<file path="config.mk">
export PLATFORM = sky130hd
export DESIGN_NAME = tx_66b_framer
export DESIGN_NICKNAME = d
export VERILOG_FILES = /design/src/rtl/tx_66b_pkg.sv /design/src/rtl/tx_66b_framer_seq_cnt.sv /design/src/rtl/tx_66b_framer.sv
export SDC_FILE = /design/constraint.sdc
export NUM_CORES = 1
export LEC_CHECK = 0
export ABC_AREA = 0
export CORE_MARGIN = 2
export CORE_UTILIZATION = 46
export CTS_CLUSTER_DIAMETER = 60
export DETAILED_ROUTE_END_ITERATION = 16
export PLACE_DENSITY = 0.88
export SKIP_LAST_GASP = 1
export SYNTH_ARGS = -nofsm -noshare
export SYNTH_HDL_FRONTEND = slang
export SYNTH_SLANG_ARGS = --single-unit
</file>
<file path="constraint.sdc">
create_clock -name clk -period 5.6 [get_ports clk]
set_input_delay 1.68 -clock clk [delete_from_list [all_inputs] [get_ports clk]]
set_output_delay 1.68 -clock clk [all_outputs]
set_load 0.005 [all_outputs]
</file>
<file path="src/rtl/tx_66b_pkg.sv">
// Shared constants and types for the 64b/66b transmit framer.
package tx_66b_pkg;

    localparam logic [63:0] IDLE_BLOCK = 64'h1E00_0000_0000_0000;
    localparam logic [1:0]  SYNC_DATA  = 2'b01;
    localparam logic [1:0]  SYNC_CTRL  = 2'b10;

    typedef enum logic [1:0] {
        ST_DISABLED,
        ST_INIT,
        ST_RUN
    } tx_state_e;

    function automatic logic [1:0] sync_for(input logic ctrl);
        return ctrl ? SYNC_CTRL : SYNC_DATA;
    endfunction

endpackage

</file>
<file path="src/rtl/tx_66b_framer_seq_cnt.sv">
// Free-running gearbox sequence counter, 0..SEQ_MAX, with the last value as the pause slot.
module gearbox_seq_cnt #(
    parameter int SEQ_MAX = 32,
    parameter int CW      = $clog2(SEQ_MAX + 1)
) (
    input  logic          clk,
    input  logic          rst,
    output logic [CW-1:0] count,
    output logic          pause,
    output logic          next_pause
);

    always_ff @(posedge clk or posedge rst) begin
        if (rst) begin
            count <= '0;
        end else if (count == CW'(SEQ_MAX)) begin
            count <= '0;
        end else begin
            count <= count + CW'(1);
        end
    end

    assign pause      = (count == CW'(SEQ_MAX));
    assign next_pause = (count == CW'(SEQ_MAX - 1));

endmodule

</file>
<file path="src/rtl/tx_66b_framer.sv">
// 64b/66b transmit sequencer: idle insertion, init idles, gearbox pause handling.
// Optional statistics counters are enabled by defining TX_FRAMER_STATS_EN.
module tx_66b_framer
    import tx_66b_pkg::*;
#(
    parameter int DATA_WIDTH = 64,
    parameter int SEQ_MAX    = 32,
    parameter int INIT_IDLES = 16
) (
    input  logic                  clk,
    input  logic                  rst,
    input  logic                  link_en,
    input  logic [DATA_WIDTH-1:0] s_data,
    input  logic                  s_ctrl,
    input  logic                  s_valid,
    output logic                  s_ready,
    output logic [DATA_WIDTH-1:0] scr_data,
    output logic [1:0]            scr_sync,
    output logic                  scr_enable,
    output logic [5:0]            tx_sequence,
    output logic                  init_done
`ifdef TX_FRAMER_STATS_EN
    ,
    output logic [31:0]           data_cnt,
    output logic [31:0]           idle_cnt,
    output logic [31:0]           pause_cnt
`endif
);

    localparam int SEQ_W  = $clog2(SEQ_MAX + 1);
    localparam int INIT_W = $clog2(INIT_IDLES + 1);

    tx_state_e             state;
    tx_state_e             state_nxt;
    logic [SEQ_W-1:0]      seq;
    logic                  pause;
    logic                  next_pause;
    logic [INIT_W-1:0]     init_cnt;
    logic                  init_step;
    logic                  init_last;
    logic                  accept;
    logic [DATA_WIDTH-1:0] data_nxt;
    logic [1:0]            sync_nxt;
    logic                  en_nxt;

    gearbox_seq_cnt #(
        .SEQ_MAX (SEQ_MAX),
        .CW      (SEQ_W)
    ) u_seq (
        .clk        (clk),
        .rst        (rst),
        .count      (seq),
        .pause      (pause),
        .next_pause (next_pause)
    );

    assign tx_sequence = 6'(seq);
    assign accept      = s_valid && s_ready;
    // Only non-pause cycles count toward the init idle total.
    assign init_step   = (state == ST_INIT) && link_en && !next_pause;
    assign init_last   = init_step && (init_cnt == INIT_W'(INIT_IDLES - 1));

    always_ff @(posedge clk or posedge rst) begin
        if (rst) begin
            state <= ST_DISABLED;
        end else begin
            state <= state_nxt;
        end
    end

    always_comb begin
        state_nxt = state;
        if (!link_en) begin
            state_nxt = ST_DISABLED;
        end else begin
            case (state)
                ST_DISABLED: state_nxt = ST_INIT;
                ST_INIT:     if (init_last) state_nxt = ST_RUN;
                ST_RUN:      state_nxt = ST_RUN;
                default:     state_nxt = ST_DISABLED;
            endcase
        end
    end

    // Outputs: ready/done decode plus the next value of the scrambler-facing registers.
    always_comb begin
        s_ready   = (state == ST_RUN) && !next_pause;
        init_done = (state == ST_RUN);
        data_nxt  = scr_data;
        sync_nxt  = scr_sync;
        en_nxt    = 1'b0;
        if (!next_pause) begin
            if (accept) begin
                data_nxt = s_data;
                sync_nxt = sync_for(s_ctrl);
                en_nxt   = 1'b1;
            end else begin
                data_nxt = IDLE_BLOCK;
                sync_nxt = SYNC_CTRL;
                en_nxt   = link_en && (state != ST_DISABLED);
            end
        end
    end

    always_ff @(posedge clk or posedge rst) begin
        if (rst) begin
            scr_data   <= IDLE_BLOCK;
            scr_sync   <= SYNC_CTRL;
            scr_enable <= 1'b0;
        end else begin
            scr_data   <= data_nxt;
            scr_sync   <= sync_nxt;
            scr_enable <= en_nxt;
        end
    end

    always_ff @(posedge clk or posedge rst) begin
        if (rst) begin
            init_cnt <= '0;
        end else if ((state != ST_INIT) || !link_en) begin
            init_cnt <= '0;
        end else if (init_step) begin
            init_cnt <= init_cnt + INIT_W'(1);
        end
    end

`ifdef TX_FRAMER_STATS_EN
    logic entering_disabled;
    logic run_idle;

    assign entering_disabled = (state_nxt == ST_DISABLED) && (state != ST_DISABLED);
    assign run_idle          = (state == ST_RUN) && link_en && !next_pause && !accept;

    always_ff @(posedge clk or posedge rst) begin
        if (rst) begin
            data_cnt  <= '0;
            idle_cnt  <= '0;
            pause_cnt <= '0;
        end else if (entering_disabled) begin
            data_cnt  <= '0;
            idle_cnt  <= '0;
            pause_cnt <= '0;
        end else begin
            if (accept)   data_cnt  <= data_cnt + 32'd1;
            if (run_idle) idle_cnt  <= idle_cnt + 32'd1;
            if (pause)    pause_cnt <= pause_cnt + 32'd1;
        end
    end
`else
    logic unused_pause;
    assign unused_pause = pause;
`endif

endmodule

</file>
==> run metrics <==
Fillers=~550; clock network power share=30.2%; Initial Util=between 40 and 50%; DRT antenna net count=0; worst path cell trace=ha_1 -> and3_2 -> buf_4 -> nand2_4 -> and2_1 -> clkdlybuf4s50_1; CTS sink count=80; Boundary Pins=about 140; final worst-path cycle share=75.61%; Unique masters post-synth=35; #FFs+latches synth=80; Max Freq=between 200 and 250 MHz; first-pass GRT wire length=about 16000 um; n_diodes=0; WP data required=between 3000 and 4000 ps; outcome=finished clean; Leakage=between 2 and 2.5 nW; synthesized area=~3500 um^2; DR vias/cell=roughly 5.3; die area=8410 um^2; CTS tree=built; Final Setup Violations=0; worst slew pin tran=between 1000 and 1500 ps; post_cts resized=0; HPWL Detailed=~6300 um; Worst-path clk slew=~80 ps; Synthesized Nets=448; Clock Skews=9.578 ps; Die Y-Extent=slightly above 90 um; HP Class=reg -> reg; final hold violations=0; CTS buffer count=9; cts hold-fix bufs=0; sequential power share=46.6%; routed length per instance=15.82 um; Syn Inst Count=between 300 and 400; Sw Ratio=a little over a quarter; Rel. slew slack=between 20 and 30%; row cnt=31; Residual DRC=0; area occupied by multi-input gates=approximately 1400 um^2; Root Buffer=clkbuf_8; Place WS=approximately 1800 ps; Post CTS Setup Buffer Count=0; RSZ-0062 raised after global routing=no; combinational power share=between 20% and 30%; CP Max Fanout=64; DR pass1 iterations=4; clock tree buffer depth=2; H-tree depth=3; core area=7370 um^2; largest net degree at the start of global routing=65; Setup CP Type=reg -> out; crit path DAT=2550 ps; width of the die=~92 um; Worst path max stage delay=between 500 and 600 ps; FF/Latch Area=around 2000 um^2; element type at the critical path start=flip-flop; layout cells sized above 1=about 7.0%; maxcap violations=0; via count=3200; Max VDD drop=between 0.0002 and 0.00025 V; CP bufs+invs=2; gr ovfl total=0; gr usage total=23.40%; initial drt markers=140; total length of routed wires=between 9000 and 10000 um; final setup TNS=0 ps; Worst Setup End Kind=output port; internal power=about 1.1 mW; Layout Nets=approximately 580; routability cong.=about 0.81; Mean Syn Cell Area=between 9 and 10 um^2; P per Cell Area=279.0 nW/um^2; slowest CP cell=buf_4; cell family with most CP delay=buffers and inverters; register area share after synthesis=a little under three fifths; vias in the first global route=approximately 3100; Slew Limit Fails=0; port bufs=roughly 140; latest clock arrival within the worst-skew pair=340 ps; sw power=about 0.38 mW; yosys warns=0; initial antenna violation count=0; Final min period=4234 ps; Layout area overhead=46.39%; Final Worst Setup Slack=1366 ps
[through the flow]
stage	hold WS [ps]	utilization, %	instances	area (um^2)	power (mW)
final	504.9	70.29	602	5180	1.445
after global routing	541.4	70.29	602	5180	1.525
after CTS	508.4	70.29	602	5180	1.458
after detailed placement	489.9	67.49	586	4974	1.017
after global placement	478.0	67.49	586	4974	1.004
after floorplan	480.9	-	371	3538	0.8256
[registers in the layout, indices dropped and copies added, names as in the netlist]
register	cells
init_cnt	5
scr_data	64
scr_enable	1
scr_sync	2
state	2
u_seq.count	6
[final timing paths]
path | start | to | slack, ps | cells after the start
setup / recovery | u_seq.count[0] | s_ready | 1370 | 6
max in group asynchronous | rst | scr_data[57] | 2840 | 3
min in group asynchronous | rst | init_cnt[0] | 1800 | 2
hold reg to reg | scr_data[11] | scr_data[11] | 500 | 2
hold / removal | scr_data[11] | scr_data[11] | 500 | 2
setup reg to reg | u_seq.count[0] | scr_data[13] | 3110 | 4
[placed cells by master, fill, tap and decap left out, types with 2 or more instances in the layout]
master	count
dfrtp_1	75
nand2b_1	2
inv_1	8
nand3_1	64
clkinv_2	2
clkbuf_8	11
nand2_1	66
nor3_1	8
buf_4	3
o21ai_1	2
and3_1	2
ha_1	8
mux2i_1	4
o21ai_0	61
clkdlybuf4s50_1	143
xnor2_1	2
a21oi_1	8
or2_2	2
nor2_1	5
dfstp_2	5
[routing by layer]
layer,track usage [%],share of wire [%],vias to the layer above
met1,32.13,44,1548
met4,7.214,0.96,0
met5,0,0,-
met2,38.11,49,126
li1,-,-,1519
met3,4.273,6.3,7
[layout make-up]
class / count / area share [%]
Sequential cell: 80 / 38.77
Inverter: 9 / 0.6763
Multi-Input combinational cell: 252 / 26.11
Tap cell: 99 / 2.391
Timing Repair Buffer: 146 / 28.07
Clock buffer: 12 / 2.995
Clock inverter: 4 / 0.9903
[synthesized netlist by cell type, drive strengths merged]
| master | instances | area share [%] |
|---|---|---|
| dfrtp | 75 | 53 |
| dfstp | 5 | 3.7 |
| buf | 24 | 3.6 |
| and4 | 1 | 0.25 |
| a31oi | 1 | 0.18 |
| nand2b | 2 | 0.35 |
| or2 | 2 | 0.35 |
| clkbuf | 6 | 0.85 |
| a211oi | 1 | 0.21 |
| ha | 8 | 2.8 |
| nor2b | 2 | 0.35 |
| mux2i | 4 | 1.1 |
| and2 | 2 | 0.35 |
| o2111ai | 1 | 0.25 |
| xnor2 | 2 | 0.50 |
| nor3 | 8 | 1.1 |
| and3 | 3 | 0.53 |
| nor2 | 6 | 0.71 |
| a21oi | 8 | 1.1 |
| nor3b | 2 | 0.57 |
| nand3 | 64 | 9.1 |
| o21ai | 63 | 8.9 |
| inv | 9 | 0.95 |
| o21a | 1 | 0.21 |
| a31o | 1 | 0.50 |
| mux2 | 2 | 0.74 |
| a41oi | 1 | 0.25 |
| nand2 | 67 | 7.3 |
[cells by family after synthesis]
logic type,Yosys count,synth area share [%]
AND/OR/NAND/NOR,159,20.97
flip-flops,80,56.75
AO/OA/AOI/OAI,77,11.63
buffers and inverters,39,5.446
adder cells (fa/ha/maj),8,2.829
multiplexers,6,1.874
XOR/XNOR,2,0.4951
[power by group through the flow]
stage	registers [mW]	logic, mW	clock network [mW]
finish	0.673	0.335	0.437
global route	0.680	0.371	0.475
CTS	0.672	0.339	0.446
detailed placement	0.682	0.335	0
global placement	0.680	0.324	0
floorplan	0.682	0.144	0
[worst min-delay path: stages, from the launching register on]
cell and delay [ps]:
dfrtp_1 350, nand3_1 60, o21ai_0 70
Note: power is estimated with default switching activity, not from simulation.
